`src/rtl/apb4_pkg.sv`:
```
// Shared types and constants for the APB4 requester.
// FSM state encoding and APB4 PPROT bit positions.
package apb4_pkg;

   typedef enum logic [1:0] {
      ST_IDLE,
      ST_SETUP,
      ST_ACCESS,
      ST_RESP
   } apb4_state_e;

   localparam logic [2:0] PROT_PRIV   = 3'b001;
   localparam logic [2:0] PROT_NONSEC = 3'b010;
   localparam logic [2:0] PROT_INSTR  = 3'b100;

endpackage

```
`src/rtl/apb4_timeout_cnt.sv`:
```
// ACCESS-phase wait counter with clear/enable.
// expired_o flags the count sitting on the threshold.
module apb4_timeout_cnt #(
   parameter int W = 8
) (
   input  logic         clk_i,
   input  logic         rst_i,
   input  logic         clr_i,
   input  logic         en_i,
   input  logic [W-1:0] thresh_i,
   output logic         expired_o
);

   logic [W-1:0] r_cnt;

   always_ff @(posedge clk_i) begin
      if (rst_i || clr_i) begin
         r_cnt <= '0;
      end else if (en_i) begin
         r_cnt <= r_cnt + W'(1);
      end
   end

   assign expired_o = (r_cnt == thresh_i);

endmodule

```
`src/rtl/apb4_req_master.sv`:
```
// APB4 requester: one request/response transfer at a time.
// IDLE -> SETUP -> ACCESS (wait/timeout) -> RESP -> IDLE.
module apb4_req_master
   import apb4_pkg::*;
#(
   parameter int ADDR_WIDTH     = 32,
   parameter int DATA_WIDTH     = 32,
   parameter int TIMEOUT_CYCLES = 256
) (
   input  logic                    clk_i,
   input  logic                    rst_i,
   input  logic                    req_valid_i,
   output logic                    req_ready_o,
   input  logic                    req_write_i,
   input  logic [ADDR_WIDTH-1:0]   req_addr_i,
   input  logic [DATA_WIDTH-1:0]   req_wdata_i,
   input  logic [DATA_WIDTH/8-1:0] req_wstrb_i,
   input  logic [2:0]              req_prot_i,
   output logic                    rsp_valid_o,
   input  logic                    rsp_ready_i,
   output logic [DATA_WIDTH-1:0]   rsp_rdata_o,
   output logic                    rsp_err_o,
   output logic                    rsp_timeout_o,
   output logic [ADDR_WIDTH-1:0]   paddr_o,
   output logic [2:0]              pprot_o,
   output logic                    psel_o,
   output logic                    penable_o,
   output logic                    pwrite_o,
   output logic [DATA_WIDTH-1:0]   pwdata_o,
   output logic [DATA_WIDTH/8-1:0] pstrb_o,
   input  logic                    pready_i,
   input  logic [DATA_WIDTH-1:0]   prdata_i,
   input  logic                    pslverr_i
);

   localparam int CW    = (TIMEOUT_CYCLES > 1) ? $clog2(TIMEOUT_CYCLES) : 1;
   localparam int THR_I = (TIMEOUT_CYCLES > 0) ? TIMEOUT_CYCLES - 1 : 0;
   localparam logic [CW-1:0] THR = THR_I[CW-1:0];

   apb4_state_e             r_state;
   logic                    r_req_ready;
   logic                    r_rsp_valid;
   logic [DATA_WIDTH-1:0]   r_rsp_rdata;
   logic                    r_rsp_err;
   logic                    r_rsp_to;
   logic [ADDR_WIDTH-1:0]   r_paddr;
   logic [2:0]              r_pprot;
   logic                    r_psel;
   logic                    r_penable;
   logic                    r_pwrite;
   logic [DATA_WIDTH-1:0]   r_pwdata;
   logic [DATA_WIDTH/8-1:0] r_pstrb;

   logic w_tmo_clr;
   logic w_tmo_en;
   logic w_expired;
   logic w_timeout;

   // Clearing during SETUP makes the first ACCESS cycle see a count of 0.
   assign w_tmo_clr = (r_state == ST_SETUP);
   assign w_tmo_en  = (r_state == ST_ACCESS) && !pready_i;
   assign w_timeout = (TIMEOUT_CYCLES != 0) && w_expired;

   apb4_timeout_cnt #(
      .W (CW)
   ) u_tmo (
      .clk_i     (clk_i),
      .rst_i     (rst_i),
      .clr_i     (w_tmo_clr),
      .en_i      (w_tmo_en),
      .thresh_i  (THR),
      .expired_o (w_expired)
   );

   always_ff @(posedge clk_i) begin
      if (rst_i) begin
         r_state     <= ST_IDLE;
         r_req_ready <= 1'b1;
         r_rsp_valid <= 1'b0;
         r_rsp_rdata <= '0;
         r_rsp_err   <= 1'b0;
         r_rsp_to    <= 1'b0;
         r_paddr     <= '0;
         r_pprot     <= '0;
         r_psel      <= 1'b0;
         r_penable   <= 1'b0;
         r_pwrite    <= 1'b0;
         r_pwdata    <= '0;
         r_pstrb     <= '0;
      end else begin
         unique case (r_state)
            ST_IDLE: begin
               if (req_valid_i && r_req_ready) begin
                  r_paddr     <= req_addr_i;
                  r_pprot     <= req_prot_i;
                  r_pwrite    <= req_write_i;
                  r_pwdata    <= req_wdata_i;
                  r_pstrb     <= req_write_i ? req_wstrb_i : '0;
                  r_psel      <= 1'b1;
                  r_req_ready <= 1'b0;
                  r_state     <= ST_SETUP;
               end
            end
            ST_SETUP: begin
               r_penable <= 1'b1;
               r_state   <= ST_ACCESS;
            end
            ST_ACCESS: begin
               // A completer answer on the threshold cycle beats the timeout.
               if (pready_i) begin
                  r_rsp_rdata <= r_pwrite ? '0 : prdata_i;
                  r_rsp_err   <= pslverr_i;
                  r_rsp_to    <= 1'b0;
                  r_rsp_valid <= 1'b1;
                  r_psel      <= 1'b0;
                  r_penable   <= 1'b0;
                  r_state     <= ST_RESP;
               end else if (w_timeout) begin
                  r_rsp_rdata <= '0;
                  r_rsp_err   <= 1'b1;
                  r_rsp_to    <= 1'b1;
                  r_rsp_valid <= 1'b1;
                  r_psel      <= 1'b0;
                  r_penable   <= 1'b0;
                  r_state     <= ST_RESP;
               end
            end
            ST_RESP: begin
               if (rsp_ready_i) begin
                  r_rsp_valid <= 1'b0;
                  r_req_ready <= 1'b1;
                  r_state     <= ST_IDLE;
               end
            end
         endcase
      end
   end

   assign req_ready_o   = r_req_ready;
   assign rsp_valid_o   = r_rsp_valid;
   assign rsp_rdata_o   = r_rsp_rdata;
   assign rsp_err_o     = r_rsp_err;
   assign rsp_timeout_o = r_rsp_to;
   assign paddr_o       = r_paddr;
   assign pprot_o       = r_pprot;
   assign psel_o        = r_psel;
   assign penable_o     = r_penable;
   assign pwrite_o      = r_pwrite;
   assign pwdata_o      = r_pwdata;
   assign pstrb_o       = r_pstrb;

endmodule

```
`config.mk`:
```
export PLATFORM = sky130hd
export DESIGN_NAME = apb4_req_master
export DESIGN_NICKNAME = d
export VERILOG_FILES = /design/src/rtl/apb4_pkg.sv /design/src/rtl/apb4_timeout_cnt.sv /design/src/rtl/apb4_req_master.sv
export SDC_FILE = /design/constraint.sdc
export NUM_CORES = 1
export LEC_CHECK = 0
export ABC_AREA = 1
export CAP_MARGIN = 20
export CORE_ASPECT_RATIO = 0.5
export CORE_UTILIZATION = 45
export CTS_CLUSTER_SIZE = 30
export DETAILED_ROUTE_END_ITERATION = 10
export GPL_TIMING_DRIVEN = 0
export PLACE_DENSITY = 0.86
export SYNTH_ARGS = -nofsm -noshare
export SYNTH_HDL_FRONTEND = slang
export SYNTH_HIERARCHICAL = 1
export SYNTH_SLANG_ARGS = --single-unit
```
`constraint.sdc`:
```
create_clock -name clk_i -period 3.55 [get_ports clk_i]
set_input_delay 0.355 -clock clk_i [delete_from_list [all_inputs] [get_ports clk_i]]
set_output_delay 0.355 -clock clk_i [all_outputs]
set_load 0.03 [all_outputs]
```
# Yosys cells after proc, flatten, opt, wreduce, memory -nomap -nowiden
# Index checks and enable logic that the tools add are counted.
# Widths: inputs -> output; s select.
totals:
  register_bits: 120
  word_cells: 62
classes:
  reduce_logical: 17
  n_addsub: 1
  eq_ne: 7
  mux: 23
ops:
  columns: ["operator", "count"]
  rows:
  - ["$mux 32", 3]
  - ["$reduce_and 3->1", 4]
  - ["$mux 1", 10]
  - ["$reduce_bool 2->1", 5]
  - ["$add 8x1->8 const B", 1]
  - ["$eq 8x8->1 const B", 1]
  - ["$mux 2", 4]
  - ["$pmux 1 s2", 4]
  - ["$pmux 2 s4", 1]
  - ["$reduce_and 2->1", 3]
  - ["$eq 2x2->1 const B", 2]
  - ["$mux 4", 1]
  - ["$ne 2x2->1 const B", 2]
  - ["$ne 3x2->1 const B", 1]
  - ["$eq 2x1->1 const B", 1]
  - ["$logic_and 1x1->1", 2]
  - ["$logic_not 2->1", 1]
  - ["$logic_not 1->1", 1]
  - ["$logic_or 1x1->1", 1]

# Depth between registers and ports, before layout
# Gate-level depths: netlist (run 1).
logic_depth:
  ltp_word: 4
  ltp_mapped: 12
  ltp_nobuf: 12

# Modules after synthesis
# Netlist (run 1), hierarchy kept.
by_module_without_submodules:
  columns: ["module", "seq_area_each_um2", "instances", "cells_each", "area_per_inst_um2"]
  rows:
  - ["apb4_req_master", 2242.2, 1, 525, 4236.6]
  - ["apb4_timeout_cnt", 160.2, 1, 92, 520.5]

# Worst setup path after synthesis (run 1)
# OpenSTA, ideal clock, no wires.
synth_path:
  kind: "register to register"
  from: "reg r_state[0]"
  to: "reg u_tmo.r_cnt[6]"
  path_slack_ns: 2.026
  period_less_slack_ns: 1.524
  path_buffers: 0
  t_arrival_ns: 1.409
  stages_incl_launch_ff: 10
  setup_time_ns: 0.115
  required_time_ns: 3.435
  cell_sequence: "dfxtp_1 > inv_1 > ha_1 > inv_1 > nor2_1 > nand3_1 > clkinv_1 > nand3_1 > nand2_1 > nor2_1"
synth_between:
  elab_chain_len: 2
synth_lines:
  columns: ["item", "line_no", "rtl"]
  rows:
  - ["start, declared", "apb4_req_master.sv:40", "apb4_state_e r_state;"]
  - ["start signal, assigned", "apb4_req_master.sv:77", "r_state <= ST_IDLE;"]
  - ["start signal, assigned", "apb4_req_master.sv:101", "r_state <= ST_SETUP;"]
  - ["start signal, assigned", "apb4_req_master.sv:106", "r_state <= ST_ACCESS;"]
  - ["$eq 2x2->1", "apb4_req_master.sv:61", "assign w_tmo_en = (r_state == ST_ACCESS) && !pready_i;"]
  - ["$logic_and 1x1->1", "apb4_req_master.sv:61", null]
  - ["via w_tmo_en", "apb4_req_master.sv:55", "logic w_tmo_en;"]
  - ["end signal, assigned", "apb4_timeout_cnt.sv:20", "r_cnt <= r_cnt + W'(1);"]
  - ["end, declared", "apb4_timeout_cnt.sv:14", "logic [W-1:0] r_cnt;"]
# The timed path passes the listed nets, and every way through them passes these cells.
# A chain may end at the register's enable or synchronous reset.

# Worst setup path after layout (run 1)
layout_path:
  from: "reg r_pwrite, in the netlist pwrite_o"
  to: "out pwrite_o"
layout_lines:
  columns: ["item", "line_no", "rtl"]
  rows:
  - ["start, declared", "apb4_req_master.sv:50", "logic r_pwrite;"]
  - ["start signal, assigned", "apb4_req_master.sv:96", "r_pwrite <= req_write_i;"]
  - ["end, declared", "apb4_req_master.sv:28", "output logic pwrite_o,"]
# No word-level cell between the ends.

==> results of run 1 <==
stage by stage:
stage / hold slack [ns] / instances / setup slack, ns / util [%] / power, uW
global placement: 0.448 / 991 / 1.57 / 70.1 / 3500
CTS: 0.463 / 1023 / 1.62 / 76.5 / 5480
detailed placement: 0.455 / 991 / 1.53 / 70.1 / 3540
finish: 0.459 / 1023 / 1.63 / 76.5 / 5440
global route: 0.469 / 1023 / 1.52 / 76.5 / 5710
floorplan: 0.480 / 632 / 2.03 / - / 2830
synthesized netlist by cell type, drive strengths merged:
library cell and count:
nand2 229, dfxtp 120, a21oi 84, nand3 70
inv 30, nor2 29, buf 28, clkbuf 8
ha 6, o21ai 6, clkinv 2, nand4 2
nor3 2, conb 1
logic make-up after synthesis:
kind of cell	synth area share [%]
AOI/OAI and AO/OA	11.1
adders and majority gates	1.58
buffers and inverters	6.68
DFF	50.5
other	0.0788
and+or+nand+nor	30.0
metal layers:
metal | share of wire (%) | vias up | track usage (%)
li1 | - | 2472 | -
met1 | 42 | 2253 | 28.9
met2 | 51 | 153 | 44.8
met3 | 5.5 | 22 | 6.30
met4 | 1.7 | 0 | 10.7
met5 | 0 | - | 0
sequential cells by signal (all words and copies together), names as in the netlist, 2 cells and up:
name,flops
u_tmo/r_cnt,8
pstrb_o,4
pprot_o,3
r_state,2
rsp_rdata_o,32
paddr_o,32
pwdata_o,32
power breakdown:
part           leakage [uW]  switching (uW)  total [uW]  internal (uW)
Sequential         0.000977             124        1680           1560
Clock              0.000318             633        1910           1270
Combinational       0.00189            1120        1860            738
cell type report:
cell class                      count  area, sq um
Timing Repair Buffer              219         2190
Multi-Input combinational cell    444         2090
Clock inverter                     13          219
Tap cell                          140          175
Fill cell                         773         2400
Sequential cell                   120         2400
Inverter                           32          120
Buffer                             36          198
Clock buffer                       19          443
worst max-delay path by stage:
stage	slack (ns)	cells after the start	start	endpoint
2_1_floorplan	2.03	9	r_state[0]	u_tmo/r_cnt[6]
3_3_place_gp	1.57	5	rst_i	paddr_o[10]
3_5_place_dp	1.53	5	rst_i	paddr_o[4]
4_1_cts	1.62	1	pwrite_o	pwrite_o
5_1_grt	1.52	9	r_state[0]	u_tmo/r_cnt[6]
6_report	1.63	1	pwrite_o	pwrite_o
==> impl_metrics.ini, run 1 <==
[setup_path]
worst_path_dominant_cell_family = buffers and inverters
worstRegToRegCells = 9
timing.critical_path.cells = clkdlybuf4s50_1
cp_data_arrival_time_ns = 1.57
kind_of_critical_path = reg -> out
crit_path_end_kind = primary output
r2r_end = u_tmo/r_cnt[6]
path_max_fanout = 4
worstPathRequired_ns = 3.19
worst-path-buf-inv = 1
delay_of_the_slowest_cell_on_the_worst_path_ns = 0.73
worstReg2RegStart = r_state[0]
cp-start-kind = register
reg2reg_slack_ns = 1.66
cp_slowest_cell = clkdlybuf4s50_1

[synth]
synth.top_cell.area_share_pct = 50.5
netlist_top_cells_area = dfxtp_1, nand2_1, nand3_1
ys_seq_area_share_pct = 50.5
synthesis.yosys.warnings = 6
syn_area_per_cell_sq_um = 7.71
post_synth_instance_area_sq_um = 4760
ys_seq_elements = 120
synth_area_leader_cell = dfxtp_1
syn-instance-count = 617
synth.distinct_cells = 26

[worst_hold_path]
hold_end = psel_o
min_from = psel_o
min_path_cells = 2
timing.hold.worst.class = reg -> reg

[clock_tree]
clockRootBuffer = clkbuf_16
post_cts_resized = 0
tritoncts.num_buffers = 17
cts.hold.buffers_added = 0
cts_buffer_depth = 2
worstSkewPairLatency_ns = 0.40
clkTransAtPathRegs_ns = 0.05
tritoncts = built
cts_max_level = 4
cts.sinks = 120
cts_setup_buffers = 0

[global_route]
all_layer_global_routing_usage_pct = 24.8
grt_antenna_before_repair = 0
grt_first_pass_wirelength_microns = 21500
grt_remaining_overflow = 0
grt_max_degree = 17
grt_pass1_vias = 4436

[timing]
setup_violations = 0
finalHoldViolCount = 0
fin_tns_setup_ns = 0
grt_setup_unrepaired = no
finalCritPeriodShare_pct = 54.1
clock-skew-final_ns = 0.00955
post-route-min-period_ns = 1.92
finalMaxSlewViolations = 0
highest_attainable_clock_frequency_mhz = 521

[cells_and_area]
num_antenna_cells = 0
finish.instance_area_sq_um = 7840
drive_above_1_share_pct = 12.6
area_growth_pct = 64.9
num-nets-final = 986
layout.cells.most_common_list = clkdlybuf4s50_1, nand2_1, dfxtp_1
layout.cells.most_common = clkdlybuf4s50_1

[detailed_routing]
remaining_drc_errors = 0
wl_per_instance_microns = 13.6
antenna_violating_nets_post_route = 0
via_count = 4900
routed_wirelength_microns = 13900
detailedRoute.firstIterationViolations = 242
drt_first_pass_iters = 4
vias_per_cell = 4.79

[placed_design]
dp_hpwl_microns = 10000
finalWeightedCongestion = 0.817
placed_cell_area_sq_um = 7180
port_buffers = 219

[floorplan]
floorplan.die_area_sq_um = 11000
placementRows = 26
std_cell_core_area_sq_um = 10200
die_w_microns = 147
die_h_microns = 74.7
count_of_boundary_i_o_pins = 220
effective_utilization_at_floorplan_pct = 46.4

[outcome]
status = finished, final reports clean

[job]
drv.max_cap_violation_count = 0

[pwr]
worst_vdd_rail_ir_drop_uv = 451
cellLeakagePower_uw = 0.00319
power_density_nw_per_um2 = 694
Power figures use the tool's default switching activity.
==> run 2, diff against run 1 <==
--- a/config.mk
+++ b/config.mk
@@ -8,11 +8,11 @@
 export ABC_AREA = 1
 export CAP_MARGIN = 20
 export CORE_ASPECT_RATIO = 0.5
-export CORE_UTILIZATION = 45
+export CORE_UTILIZATION = 37
 export CTS_CLUSTER_SIZE = 30
 export DETAILED_ROUTE_END_ITERATION = 10
 export GPL_TIMING_DRIVEN = 0
-export PLACE_DENSITY = 0.86
+export PLACE_DENSITY = 0.76
 export SYNTH_ARGS = -nofsm -noshare
 export SYNTH_HDL_FRONTEND = slang
 export SYNTH_HIERARCHICAL = 1
==> constraint.sdc (replaced) <==
create_clock -name clk_i -period 1.6 [get_ports clk_i]
set_input_delay 0.16 -clock clk_i [delete_from_list [all_inputs] [get_ports clk_i]]
set_output_delay 0.16 -clock clk_i [all_outputs]
set_load 0.03 [all_outputs]
==> run 2 against run 1 <==
- worst hold slack lost 0.15 ns
- critical path type unchanged
- global-route usage shrank 4.3 points
- non-clock buffer count grew 2
- critical endpoint is now paddr_o[28]
- setup slack lost 1.6 ns
==> impl_metrics.ini, run 2 (synthesis results as in run 1) <==
[outcome]
status = finished, final reports clean

[clock_tree]
worstSkewPairLatency_ns = 0.41
tritoncts = built
cts.hold.buffers_added = 0
cts.sinks = 120
tritoncts.num_buffers = 17
clockRootBuffer = clkbuf_16
cts_buffer_depth = 2
clkTransAtPathRegs_ns = 0.06
cts_max_level = 4

[floorplan]
floorplan.die_area_sq_um = 13300
count_of_boundary_i_o_pins = 220
std_cell_core_area_sq_um = 12200
placementRows = 28
die_h_microns = 82.2
die_w_microns = 162
effective_utilization_at_floorplan_pct = 39.1

[detailed_routing]
remaining_drc_errors = 0
antenna_violating_nets_post_route = 0
vias_per_cell = 4.69
routed_wirelength_microns = 14300
via_count = 4928
wl_per_instance_microns = 13.6
drt_first_pass_iters = 4
detailedRoute.firstIterationViolations = 212

[placed_design]
port_buffers = 219
finalWeightedCongestion = 0.816
dp_hpwl_microns = 10300

[timing]
highest_attainable_clock_frequency_mhz = 634
finalCritPeriodShare_pct = 98.5
fin_hold_ws_ns = 0.305
finalHoldViolCount = 0
clock-skew-final_ns = 0.0118
worst_slew_pin_slew_ns = 0.534
setup_violations = 0
post-route-min-period_ns = 1.58
finalMaxSlewViolations = 0
maxSlewHeadroom_pct = 64.4
grt_setup_unrepaired = yes
fin_tns_setup_ns = 0

[setup_path]
worstReg2RegStart = u_tmo/r_cnt[0]
path_max_fanout = 2
reg2reg_slack_ns = 0.08
delay_of_the_slowest_cell_on_the_worst_path_ns = 0.67
crit_path_end_kind = primary output
worstRegToRegCells = 11
cp-start-kind = register
r2r_end = rsp_rdata_o[5]
worstPathRequired_ns = 1.44
timing.critical_path.cells = clkdlybuf4s50_1
kind_of_critical_path = reg -> out
worst_path_dominant_cell_family = buffers and inverters
worst-path-buf-inv = 1
cp_data_arrival_time_ns = 1.42
cp_slowest_cell = clkdlybuf4s50_1

[worst_hold_path]
min_from = req_addr_i[31]
hold_end = paddr_o[31]
min_path_cells = 3
timing.hold.worst.class = in -> reg

[global_route]
grt_antenna_before_repair = 0
grt_pass1_vias = 4526
all_layer_global_routing_usage_pct = 20.5
grt_remaining_overflow = 0
grt_first_pass_wirelength_microns = 21500
grt_max_degree = 17

[cells_and_area]
num-nets-final = 988
n_fill_cell = 1007
area_growth_pct = 69.8
drive_above_1_share_pct = 15.4
layout.cells.most_common_list = nand2_1, clkdlybuf4s50_1, dfxtp_1
num_antenna_cells = 0
layout.cells.most_common = nand2_1
final_core_utilization_pct = 66.4

[pwr]
cellLeakagePower_uw = 0.00435
power_density_nw_per_um2 = 1460
worst_vdd_rail_ir_drop_uv = 844

[job]
drv.max_cap_violation_count = 0
-- run 2: cell count changes in the layout (fill, tap and decap cells not counted), moves of 4 or more --
cell,change
buf_2,-11
buf_4,+5
buf_6,+4
clkbuf_4,+4
clkdlybuf4s50_1,-85
clkinvlp_4,+4
dfxtp_1,-9
dfxtp_2,+9
dlygate4sd2_1,+25
dlymetal6s2s_1,+60
-- run 2: metrics by stage --
step,cell area (sq um),cells,setup WS [ns],total power [uW]
4_1_cts,7820,1048,-0.000149,11800
2_1_floorplan,4810,632,0.0762,6280
3_3_place_gp,7210,1016,-0.227,7800
3_5_place_dp,7210,1016,-0.240,7880
6_report,8080,1050,0.0236,11800
5_1_grt,8080,1050,-0.0370,12400
-- run 2: final cells by class --
| cell class | instances | area, sq um | share of cell area, % |
|---|---|---|---|
| clock inverter | 15 | 178 | 2.20 |
| clock buffer | 17 | 425 | 5.27 |
| tap | 165 | 206 | 2.56 |
| buffer | 36 | 243 | 3.01 |
| multi-input combinational | 444 | 2160 | 26.8 |
| inverter | 32 | 123 | 1.52 |
| timing repair buffer | 221 | 2330 | 28.8 |
| sequential | 120 | 2410 | 29.9 |
-- run 2: worst register-to-register path, cell delays in order (launching register included) --
cell,delay [ns]
dfxtp_2,0.35
nand2_1,0.07
inv_1,0.05
nor2_1,0.09
nor2_1,0.06
nand2_1,0.10
nor2_4,0.05
o21ai_4,0.27
inv_4,0.10
buf_6,0.16
nand3_1,0.06
nand2_1,0.05
-- run 2: power breakdown --
| part | internal [uW] | total, uW | switching (uW) |
|---|---|---|---|
| Clock | 2450 | 3870 | 1420 |
| Combinational | 1680 | 4230 | 2550 |
| Sequential | 3460 | 3720 | 263 |
-- run 2: how the worst max path moves through the flow --
stage	start	cells past startpoint	end	slack [ns]
after floorplan	r_state[0]	9	u_tmo/r_cnt[6]	0.08
after global placement	rst_i	5	paddr_o[10]	-0.23
after detailed placement	rst_i	5	paddr_o[3]	-0.24
after CTS	r_state[0]	9	u_tmo/r_cnt[7]	-0.0001
after global routing	u_tmo/r_cnt[6]	12	rsp_valid_o	-0.04
final	paddr_o[28]	1	paddr_o[28]	0.02
-- run 2: repair_timing --
item,in CTS,in global routing
pin swaps,0,2
buffers inserted,0,2
setup endpoints to repair,131,162
resized for setup,39,93
-- run 2: per-layer routing --
metal	share of wire, %	up-vias	track usage (%)
li1	-	2478	-
met1	42	2300	23.3
met2	51	129	37.4
met3	5.6	21	5.04
met4	1.7	0	8.77
met5	0	-	0
==> run 3, diff against run 2 <==
--- a/config.mk
+++ b/config.mk
@@ -8,11 +8,12 @@
 export ABC_AREA = 1
 export CAP_MARGIN = 20
 export CORE_ASPECT_RATIO = 0.5
-export CORE_UTILIZATION = 37
+export CORE_UTILIZATION = 41
 export CTS_CLUSTER_SIZE = 30
 export DETAILED_ROUTE_END_ITERATION = 10
+export GPL_ROUTABILITY_DRIVEN = 0
 export GPL_TIMING_DRIVEN = 0
-export PLACE_DENSITY = 0.76
+export PLACE_DENSITY = 0.8
 export SYNTH_ARGS = -nofsm -noshare
 export SYNTH_HDL_FRONTEND = slang
 export SYNTH_HIERARCHICAL = 1
==> constraint.sdc (replaced) <==
create_clock -name clk_i -period 1.8 [get_ports clk_i]
set_input_delay 0.18 -clock clk_i [delete_from_list [all_inputs] [get_ports clk_i]]
set_output_delay 0.18 -clock clk_i [all_outputs]
set_load 0.03 [all_outputs]
==> run 3 against run 2 <==
- sequential share of layout area increased by 0.82 points
- register-to-register slack improved by 0.06 ns
- critical path depth unchanged
- utilization increased by 3.8 points
- largest cell class unchanged
- clock power decreased by 11%
==> impl_metrics.ini, run 3 (synthesis results as in run 1) <==
[pwr]
internal_power_uw = 6860
clock_network_fraction_of_total_power_pct = 33.0
power.switching_uw = 3600
worst_vdd_rail_ir_drop_uv = 667
swShare_pct = 34.4
pwr-share-comb_pct = 35.4
cellLeakagePower_uw = 0.00318
power.sequential.fraction_pct = 31.6
power_density_nw_per_um2 = 1340

[floorplan]
die_h_microns = 78.2
std_cell_core_area_sq_um = 11100
effective_utilization_at_floorplan_pct = 42.7
floorplan.die_area_sq_um = 12100
placementRows = 27
count_of_boundary_i_o_pins = 220
die_w_microns = 154

[setup_path]
cp_slowest_cell = clkdlybuf4s50_1
r2r_end = pwdata_o[18]
worstReg2RegStart = r_state[0]
path_max_fanout = 4
cp-start-kind = register
cp_data_arrival_time_ns = 1.56
worst-path-buf-inv = 1
reg2reg_slack_ns = 0.14
kind_of_critical_path = reg -> out
worstPathRequired_ns = 1.62
critical_path.startpoint = pwrite_o
worstRegToRegCells = 7
crit_path_end_kind = primary output
timing.critical_path.cells = clkdlybuf4s50_1
delay_of_the_slowest_cell_on_the_worst_path_ns = 0.75
worst_path_dominant_cell_family = buffers and inverters

[clock_tree]
worstSkewPairLatency_ns = 0.40
tritoncts.num_buffers = 17
cts_buffer_depth = 2
cts.hold.buffers_added = 0
clockRootBuffer = clkbuf_16
clkTransAtPathRegs_ns = 0.05
cts_max_level = 4
tritoncts = built
cts.sinks = 120

[placed_design]
port_buffers = 219
placedCellCount = 996
dp_hpwl_microns = 9870

[outcome]
status = finished, final reports clean

[timing]
post-route-min-period_ns = 1.74
clock-skew-final_ns = 0.00785
finalMaxSlewViolations = 0
fin_hold_ws_ns = 0.330
finalHoldViolCount = 0
finalCritPeriodShare_pct = 96.5
setup_violations = 0
highest_attainable_clock_frequency_mhz = 576
grt_setup_unrepaired = yes

[worst_hold_path]
timing.hold.worst.class = in -> reg
min_from = req_wdata_i[20]
min_path_cells = 3
hold_end = pwdata_o[20]

[global_route]
grt_remaining_overflow = 0
grt_antenna_before_repair = 0
grt_pass1_vias = 4749
all_layer_global_routing_usage_pct = 23.4
grt_max_degree = 17
grt_first_pass_wirelength_microns = 22600

[detailed_routing]
via_count = 4857
routed_wirelength_microns = 13900
drt_first_pass_iters = 4
remaining_drc_errors = 0
vias_per_cell = 4.72
detailedRoute.firstIterationViolations = 234
antenna_violating_nets_post_route = 0
wl_per_instance_microns = 13.5

[cells_and_area]
layout.cells.most_common_list = clkdlybuf4s50_1, nand2_1, dfxtp_1
layout.cells.most_common = clkdlybuf4s50_1
fin_cells = 1029
n_fill_cell = 910
num-nets-final = 988
num_antenna_cells = 0
area_growth_pct = 64.5
drive_above_1_share_pct = 12.9

[job]
drv.max_cap_violation_count = 0
-- run 3: power groups by stage --
| stage | Sequential (uW) | Combinational, uW | Clock, uW |
|---|---|---|---|
| global placement | 3340 | 3590 | 0 |
| finish | 3310 | 3700 | 3450 |
| CTS | 3310 | 3690 | 3500 |
| floorplan | 4070 | 1510 | 0 |
| detailed placement | 3350 | 3630 | 0 |
| global route | 3350 | 4020 | 3660 |
-- run 3: area by class of cell --
class / count / area [sq um] / area share, %
flip-flops and latches: 120 / 2400 / 30.7
plain buffers: 36 / 205 / 2.62
multi-input cells: 444 / 2100 / 26.9
repair buffers: 221 / 2210 / 28.2
clock buffers: 23 / 488 / 6.23
clock inverters: 8 / 119 / 1.52
inverters: 32 / 120 / 1.53
well taps: 145 / 181 / 2.32
-- run 3: per-layer routing --
layer	global-route usage, %	wire [microns]	share of wire, %
met3	5.74	754	5.4
met1	27.6	5970	43
met5	0	0	0
met4	9.31	272	2.0
met2	41.4	6910	50
-- run 3: how the worst max path moves through the flow --
| stage | slack (ns) | end | cells after the start |
|---|---|---|---|
| 2_1_floorplan | 0.28 | u_tmo/r_cnt[6] | 9 |
| 3_3_place_gp | -0.02 | paddr_o[6] | 5 |
| 3_5_place_dp | -0.07 | paddr_o[10] | 5 |
| 4_1_cts | 0.01 | rsp_rdata_o[10] | 11 |
| 5_1_grt | -0.03 | rsp_rdata_o[14] | 11 |
| 6_report | 0.06 | pwrite_o | 1 |
-- run 3: what timing repair did --
action / 4_1_cts / 5_1_grt
setup buffers: 0 / 2
endpoints found under the setup margin: 4 / 39
resized for setup: 2 / 5
-- run 3: per-stage QoR --
stage | total power, uW | TNS, ns | utilization, % | instance area [sq um] | setup WS [ns]
finish | 10500 | 0 | 70.2 | 7830 | 0.0630
floorplan | 5580 | 0 | - | 4810 | 0.276
global route | 11000 | -0.153 | 70.2 | 7830 | -0.0296
detailed placement | 6980 | -0.388 | 64.5 | 7190 | -0.0684
global placement | 6930 | -0.180 | 64.5 | 7190 | -0.0247
CTS | 10500 | 0 | 70.0 | 7800 | 0.0122
